### src/rtl/fifo_pkg.sv
// Shared constants and types for the BRISC first-in first-out queue.
package fifo_pkg;

    localparam int DW_DEF = 8;
    localparam int AW_DEF = 2;

    // Value loaded into every storage word on reset.
    localparam logic [63:0] RST_DATA = 64'h0;

    // Strobes after qualification by enable.
    typedef struct packed {
        logic we;
        logic re;
        logic clr;
    } fifo_req_t;

    typedef struct packed {
        logic ovf;
        logic unf;
    } fifo_err_t;

endpackage

### src/rtl/fifo_ctrl.sv
// Pointer, occupancy and sticky error bookkeeping for the fifo storage array.
module fifo_ctrl
    import fifo_pkg::*;
#(
    parameter int aw = AW_DEF
) (
    input  logic            clk,
    input  logic            reset,
    input  fifo_req_t       req_i,
    output logic            wr_acc_o,
    output logic [aw-1:0]   wp_o,
    output logic [aw-1:0]   rp_o,
    output logic [aw:0]     count_o,
    output logic            full_o,
    output logic            empty_o,
    output fifo_err_t       err_o
);

    localparam logic [aw:0] FULL_CNT = {1'b1, {aw{1'b0}}};

    logic [aw-1:0] wp_q, wp_d;
    logic [aw-1:0] rp_q, rp_d;
    logic [aw:0]   cnt_q, cnt_d;
    fifo_err_t     err_q, err_d;
    logic          full, empty;
    logic          wr_acc, rd_acc;

    // Status comes only from the count; pointers alias when full or empty.
    assign full  = (cnt_q == FULL_CNT);
    assign empty = (cnt_q == '0);

    // A simultaneous read frees the slot, so a full queue still takes the write.
    assign wr_acc = req_i.we & (~full | req_i.re);
    assign rd_acc = req_i.re & ~empty;

    always_comb begin
        wp_d  = wp_q;
        rp_d  = rp_q;
        cnt_d = cnt_q;
        err_d = err_q;
        if (wr_acc) wp_d = wp_q + 1'b1;
        if (rd_acc) rp_d = rp_q + 1'b1;
        case ({wr_acc, rd_acc})
            2'b10:   cnt_d = cnt_q + 1'b1;
            2'b01:   cnt_d = cnt_q - 1'b1;
            default: cnt_d = cnt_q;
        endcase
        // Clear first so a same-cycle set event overrides it.
        if (req_i.clr) err_d = '0;
        if (req_i.we & ~wr_acc) err_d.ovf = 1'b1;
        if (req_i.re & empty)   err_d.unf = 1'b1;
    end

    always_ff @(posedge clk or posedge reset) begin
        if (reset) begin
            wp_q  <= '0;
            rp_q  <= '0;
            cnt_q <= '0;
            err_q <= '0;
        end else begin
            wp_q  <= wp_d;
            rp_q  <= rp_d;
            cnt_q <= cnt_d;
            err_q <= err_d;
        end
    end

    assign wr_acc_o = wr_acc;
    assign wp_o     = wp_q;
    assign rp_o     = rp_q;
    assign count_o  = cnt_q;
    assign full_o   = full;
    assign empty_o  = empty;
    assign err_o    = err_q;

endmodule

### src/rtl/fifo.sv
// First-word fall-through queue: storage array plus read mux around fifo_ctrl.
module fifo
    import fifo_pkg::*;
#(
    parameter int dw = DW_DEF,
    parameter int aw = AW_DEF
) (
    input  logic          clk,
    input  logic          reset,
    input  logic          enable,
    input  logic          wr_en,
    input  logic [dw-1:0] din,
    input  logic          rd_en,
    output logic [dw-1:0] dout,
    output logic          full,
    output logic          empty,
    output logic [aw:0]   count,
    output logic          overflow,
    output logic          underflow,
    input  logic          clr_err
);

    localparam int          DEPTH    = 2 ** aw;
    localparam logic [dw-1:0] RST_WORD = RST_DATA[dw-1:0];

    fifo_req_t                  req;
    fifo_err_t                  err;
    logic                       wr_acc;
    logic [aw-1:0]              wp, rp;
    logic [DEPTH-1:0][dw-1:0]   mem_q;

    assign req.we  = enable & wr_en;
    assign req.re  = enable & rd_en;
    assign req.clr = enable & clr_err;

    fifo_ctrl #(.aw(aw)) u_ctrl (
        .clk      (clk),
        .reset    (reset),
        .req_i    (req),
        .wr_acc_o (wr_acc),
        .wp_o     (wp),
        .rp_o     (rp),
        .count_o  (count),
        .full_o   (full),
        .empty_o  (empty),
        .err_o    (err)
    );

    always_ff @(posedge clk or posedge reset) begin
        if (reset) begin
            mem_q <= {DEPTH{RST_WORD}};
        end else if (wr_acc) begin
            mem_q[wp] <= din;
        end
    end

    // Head is read straight from storage; a write never bypasses to dout.
    assign dout      = mem_q[rp];
    assign overflow  = err.ovf;
    assign underflow = err.unf;

endmodule
### config.mk
export PLATFORM = sky130hd
export DESIGN_NAME = fifo
export DESIGN_NICKNAME = d
export VERILOG_FILES = /design/src/rtl/fifo_pkg.sv /design/src/rtl/fifo_ctrl.sv /design/src/rtl/fifo.sv
export SDC_FILE = /design/constraint.sdc
export NUM_CORES = 1
export LEC_CHECK = 0
export ABC_AREA = 1
export CORE_MARGIN = 2
export CORE_UTILIZATION = 45
export CTS_CLUSTER_DIAMETER = 60
export DETAILED_ROUTE_END_ITERATION = 12
export DONT_BUFFER_PORTS = 1
export PLACE_DENSITY = 0.68
export SYNTH_ARGS = -nofsm -noshare
export SYNTH_HDL_FRONTEND = slang
export SYNTH_SLANG_ARGS = --single-unit
### constraint.sdc
create_clock -name clk -period 2.4 [get_ports clk]
set_input_delay 0.6 -clock clk [delete_from_list [all_inputs] [get_ports clk]]
set_output_delay 0.6 -clock clk [all_outputs]
set_load 0.005 [all_outputs]
Word-level counts from Yosys, hierarchy flattened
Cells that the tools add are included.
- register bits after elaboration: 41
- output and inout port bits: 15
- $add $sub $neg: 4
- order comparisons: 3
- eq/ne operators: 3
- multiplexer cells: 9
- bitwise operators: 11
- reduce and logical (&&, ||, !) cells: 5
- operators with widths (kind ; number):
    $bwmux 32 ; 1
    $bmux 8 s2 ; 1
    $demux 8 s2 ; 1
    $mux 8 ; 2
    $and 1x1->1 ; 7
    $lt 2x3->1 const B ; 2
    $pmux 3 s2 ; 1
    $reduce_bool 2->1 ; 3
    $add 2x1->2 const B ; 2
    $add 3x1->3 const B ; 1
    $eq 3x3->1 const B ; 1
    $logic_not 3->1 ; 1
    $not 1->1 ; 3
    $sub 3x1->3 const B ; 1
    $eq 2x1->1 const B ; 1
    $eq 2x2->1 const B ; 1
    $ge 2x1->1 const B ; 1
    $mux 1 ; 2
    $mux 2 ; 1
    $logic_and 1x1->1 ; 1
    $or 1x1->1 ; 1

Logic depth before layout (Yosys ltp)
- depth in word-level cells: 7
- gate-level depth with buffers: 11

Cells and area by module
Synthesis repeated with hierarchy kept, for this count alone.
- cells, all modules: 306
- area, all modules: 2323.5 µm²
- modules (own cells, without submodules) (module ; instances ; cells an instance ; area each (µm²) ; sequential area each (µm²)):
    fifo ; 1 ; 242 ; 1811.7 ; 800.8
    fifo_ctrl ; 1 ; 64 ; 511.7 ; 225.2

Worst setup path after synthesis
Ideal clock, no wire load.
- path kind: input port to flip-flop
- from: in rd_en
- to: reg u_ctrl.cnt_q[2] (netlist: u_ctrl.count_o[2])
- arrival: 1904 ps
- data required time: 2277 ps
- path slack: 373 ps
- stages: 10
- buffers on the path: 1
- cell sequence: nand2_1 > nand3_2 > buf_6 > nand2_1 > ha_1 > inv_1 > fa_1 > nand2_1 > nand3b_1 > xor2_1
- longest elaborated chain between the ends: 5
- RTL lines (element ; RTL line ; source):
    from (decl) ; fifo.sv:13 ; input logic rd_en,
    $and 1x1->1 * ; fifo.sv:33 ; assign req.re = enable & rd_en;
    $or 1x1->1 ; fifo_ctrl.sv:33 ; assign wr_acc = req_i.we & (~full | req_i.re);
    $and 1x1->1 ; fifo_ctrl.sv:33 ;
    $eq 2x1->1 / $eq 2x2->1 (equally long branches) ; fifo_ctrl.sv:43 ; case ({wr_acc, rd_acc})
    $pmux 3 s2 / $reduce_bool 2->1 (equally long branches) ; -- ;
    to (signal assigned) ; fifo_ctrl.sv:63 ; cnt_q <= cnt_d;
    to (decl) ; fifo_ctrl.sv:23 ; logic [aw:0] cnt_q, cnt_d;
Every way passes the cells marked *; elsewhere a longest branch is shown, timed or not.
A chain may end at the register's enable or synchronous reset.

Worst setup path after layout
- from: reg u_ctrl.rp_q[1] (netlist: u_ctrl.rp_o[1])
- to: out dout[3]
- longest elaborated chain between the ends: 2
- RTL lines (element ; RTL line ; source):
    from (decl) ; fifo_ctrl.sv:22 ; logic [aw-1:0] rp_q, rp_d;
    from (signal assigned) ; fifo_ctrl.sv:62 ; rp_q <= rp_d;
    $bmux 8 s2 ; fifo.sv:58 ; assign dout = mem_q[rp];
    $mux 8 (implied by the code) ; fifo.sv:58 ;
    to (decl) ; fifo.sv:14 ; output logic [dw-1:0] dout,
No other way between the ends. The select of a mux whose other input is x is not followed.

==> metrics.md <==
| Metric | Value |
|---|---|
| H-tree depth | 2 |
| Post-CTS resize count | 0 |
| Port bufs | 0 |
| Clock power frac | 15.7% |
| Clock Path Buffers | 2 |
| Number of enable flip-flop cells after synthesis | 0 |
| Synthesis warning total | 0 |
| Sequential area share after synthesis | 49.2% |
| Setup Fix Bufs, Post-CTS | 0 |
| Max Cap Viol | 0 |
| Critical path type | reg -> out |
| Combinational cell fraction of total power | between 40 and 50% |
| Relative slew slack | between 60% and 70% |
| Hpwl dp | about 3.0 mm |
| DRT Pass-1 Iters | 4 |
| CTS root buffer | clkbuf_8 |
| Reg2Reg Setup Slack | 540 ps |
| Die Wd | 72.1 um |
| CP endpoint kind | output pin |
| CTS buffer count | 5 |
| Met3 wire len | 313 um |
| Gr ovfl total | 0 |
| Library cells used by synthesis | 21 |
| Peak fanout along the critical path | 11 |
| Seq cells post-synth | 41 |
| Avg Inst Size Synth | 8.45 um2 |
| DRC viols | 0 |
| Initial Util | 47.3% |
| Clk_skew | 2.59 ps |
| Sw Share | 42.8% |
| RSZ-0062 raised after global routing | false |
| Antenna-violating nets left | 0 |
| GP Congestion | 0.798 |
| NumNets Final | 264 |
| Overall routing resource usage | 20.8% |
| Seq. cell area | 1030 um2 |
| Hold-fix buffers, CTS | 0 |
| Gate Count Post-Synth | 247 |
| Fraction of registers with async set/reset | 100% |
| Worst vdd ir | 622 uV |
| Total number of vias | 1649 |
| P_leak | approximately 1.1 nW |
| Max Fclk | 478 MHz |
| Number of cell rows | 24 |
| Critical R2R Capture | u_ctrl.count_o[1] |
| R2R depth | 8 |
| Share of cells above drive strength 1 | 5.71% |
| List of most frequent post-synthesis cells | 80 x nand2_1, 41 x dfrtp_1, 32 x nand4_1 |
| Area of the die | slightly above 5000 um2 |
| Worst-skew pair later-pin latency | 290 ps |
| Max stage delay on crit path | 530 ps |
| Cell Chain, Critical Path | inv_1 > o21ai_0 > o22ai_1 |
| Wire length on met1 | approximately 2.2 mm |
| Total Routed Length | between 4 and 5 mm |
| Power per cell area | 1310 nW/um2 |
| Top post-synthesis cells by area | dfrtp_1 49%, nand2_1 14%, nand4_1 9.6%, o21ai_0 4.8%, ha_1 3.0% |
| Setup TNS | 0 ps |
| Final total power | 2.83 mW |
| Vias per cell | 5.55 |
| CP max-delay cell | dfrtp_1 |
| Fin crit period | roughly 2100 ps |
| Height of the die | 72.1 um |
| Cell area after synthesis | 2090 um2 |
| Worst path top cell family by delay | flip-flops |
| NetSw | around 1.2 mW |
| Origin of the critical flop-to-flop path | u_ctrl.count_o[0] |
| Multi-input gate area | 892 um2 |
| Tcrit/Tclk final | 87.2% |
| Pin count of the biggest net entering global routing | 42 |
| Outcome | finished clean |
| Worst slew pin tran | 552 ps |
| Sequential power share | 43.8% |
| Hold WC Path Type | in -> async |
| Top sig layer | met4 |
| Initial antenna violation count | 0 |
| Crit path DAT | 1490 ps |
| Startpoint type of the worst setup path | flop |
| Crit path buf inv count | 1 |
| WP data required | approximately 1800 ps |
| CTS tree | built |
| Clock transition at path regs | 80 ps |
| Slack of the critical path | 308 ps |
| P&R area growth vs syn | 3.54% |
| Pint | 1.62 mW |
| Synth top area share | approximately half |
| Max Slew Vio Count | 0 |
| WL/cell | 16.3 um |
| Fin. Hold Viols | 0 |
| CTS sink cnt | 41 |
| Antenna Cells | 0 |
| # IOs | 29 |
| Initial DRC count | 165 |
| Setup WS pre-CTS | 451 ps |
| Routed wl met2 | around 2.3 mm |
| First-pass GRT wire length | 8.25 mm |
| Final setup viols | 0 |
| Fillers | 432 |
| Most common cell in the netlist | nand2_1 |
| Post-synth top flop | dfrtp_1 |
| Area leader, netlist | dfrtp_1 |
| Vias in the first global route | 1631 |
| Core ar. | 4410 um2 |
| Mapped Nets | 267 |
## layer usage
metal	up-vias	track usage (%)
met5	-	0
met3	5	5.42
li1	822	-
met2	46	30.7
met4	0	8.39
met1	776	29.4
## power groups by stage
stage,sequential (mW),combinational [mW],clock [mW]
floorplan,1.18,0.947,0
global placement,1.24,1.14,0
detailed placement,1.25,1.15,0
CTS,1.24,1.15,0.451
finish,1.24,1.14,0.444
global route,1.28,1.33,0.469
## how the worst max path moves through the flow
stage	endpoint	start	cells past startpoint
floorplan	u_ctrl.count_o[2]	rd_en	10
global placement	u_ctrl.count_o[2]	rd_en	10
detailed placement	u_ctrl.count_o[2]	rd_en	10
CTS	dout[3]	u_ctrl.rp_o[1]	3
global route	dout[3]	u_ctrl.rp_o[0]	3
finish	dout[3]	u_ctrl.rp_o[1]	3
## cells by family (layout without fill, tap and decap cells)
family / count (synthesis) / after routing / synth area share, %
DFF: 41 / 41 / 49.2
AOI/OAI and AO/OA: 28 / 28 / 7.19
and+or+nand+nor: 138 / 138 / 29.9
adders and majority gates: 6 / 6 / 3.96
buffers and inverters: 30 / 28 / 8.09
xor gates and xnor gates: 4 / 4 / 1.68
## placed cells by master (no fill, tap or decap)
master     n
o22ai_1    8
nor2_1    16
nor2_2     1
nor3_1     1
nand3b_1   1
dfrtp_1   41
buf_4      6
nand3_1    5
xor2_1     2
xnor2_1    2
nand4_1   32
ha_1       5
clkbuf_8   5
fa_1       1
nand3_2    2
o21ai_0   20
inv_1     14
clkbuf_1   3
nand2_1   80
## state kept, by name (all words and copies together), names as in the netlist
name and flops:
mem_q 32, u_ctrl.count_o 3, u_ctrl.err_o 2, u_ctrl.rp_o 2, u_ctrl.wp_o 2
## stage by stage
| step | hold WS (ps) | instance area [um2] | cells | util [%] |
|---|---|---|---|---|
| final | 315 | 2160 | 297 | 49.0 |
| after global routing | 365 | 2160 | 297 | 49.0 |
| after CTS | 336 | 2160 | 297 | 49.0 |
| after detailed placement | 453 | 2080 | 289 | 47.1 |
| after global placement | 450 | 2080 | 289 | 47.1 |
| after floorplan | 437 | 2090 | 247 | - |
## final cells by class
cell class / count / area share, %
sequential: 41 / 47.5
multi-input combinational: 176 / 41.3
clock buffer: 8 / 3.71
tap: 52 / 3.01
inverter: 14 / 2.43
timing repair buffer: 6 / 2.08
No activity file was read; power rests on OpenSTA's default activity.
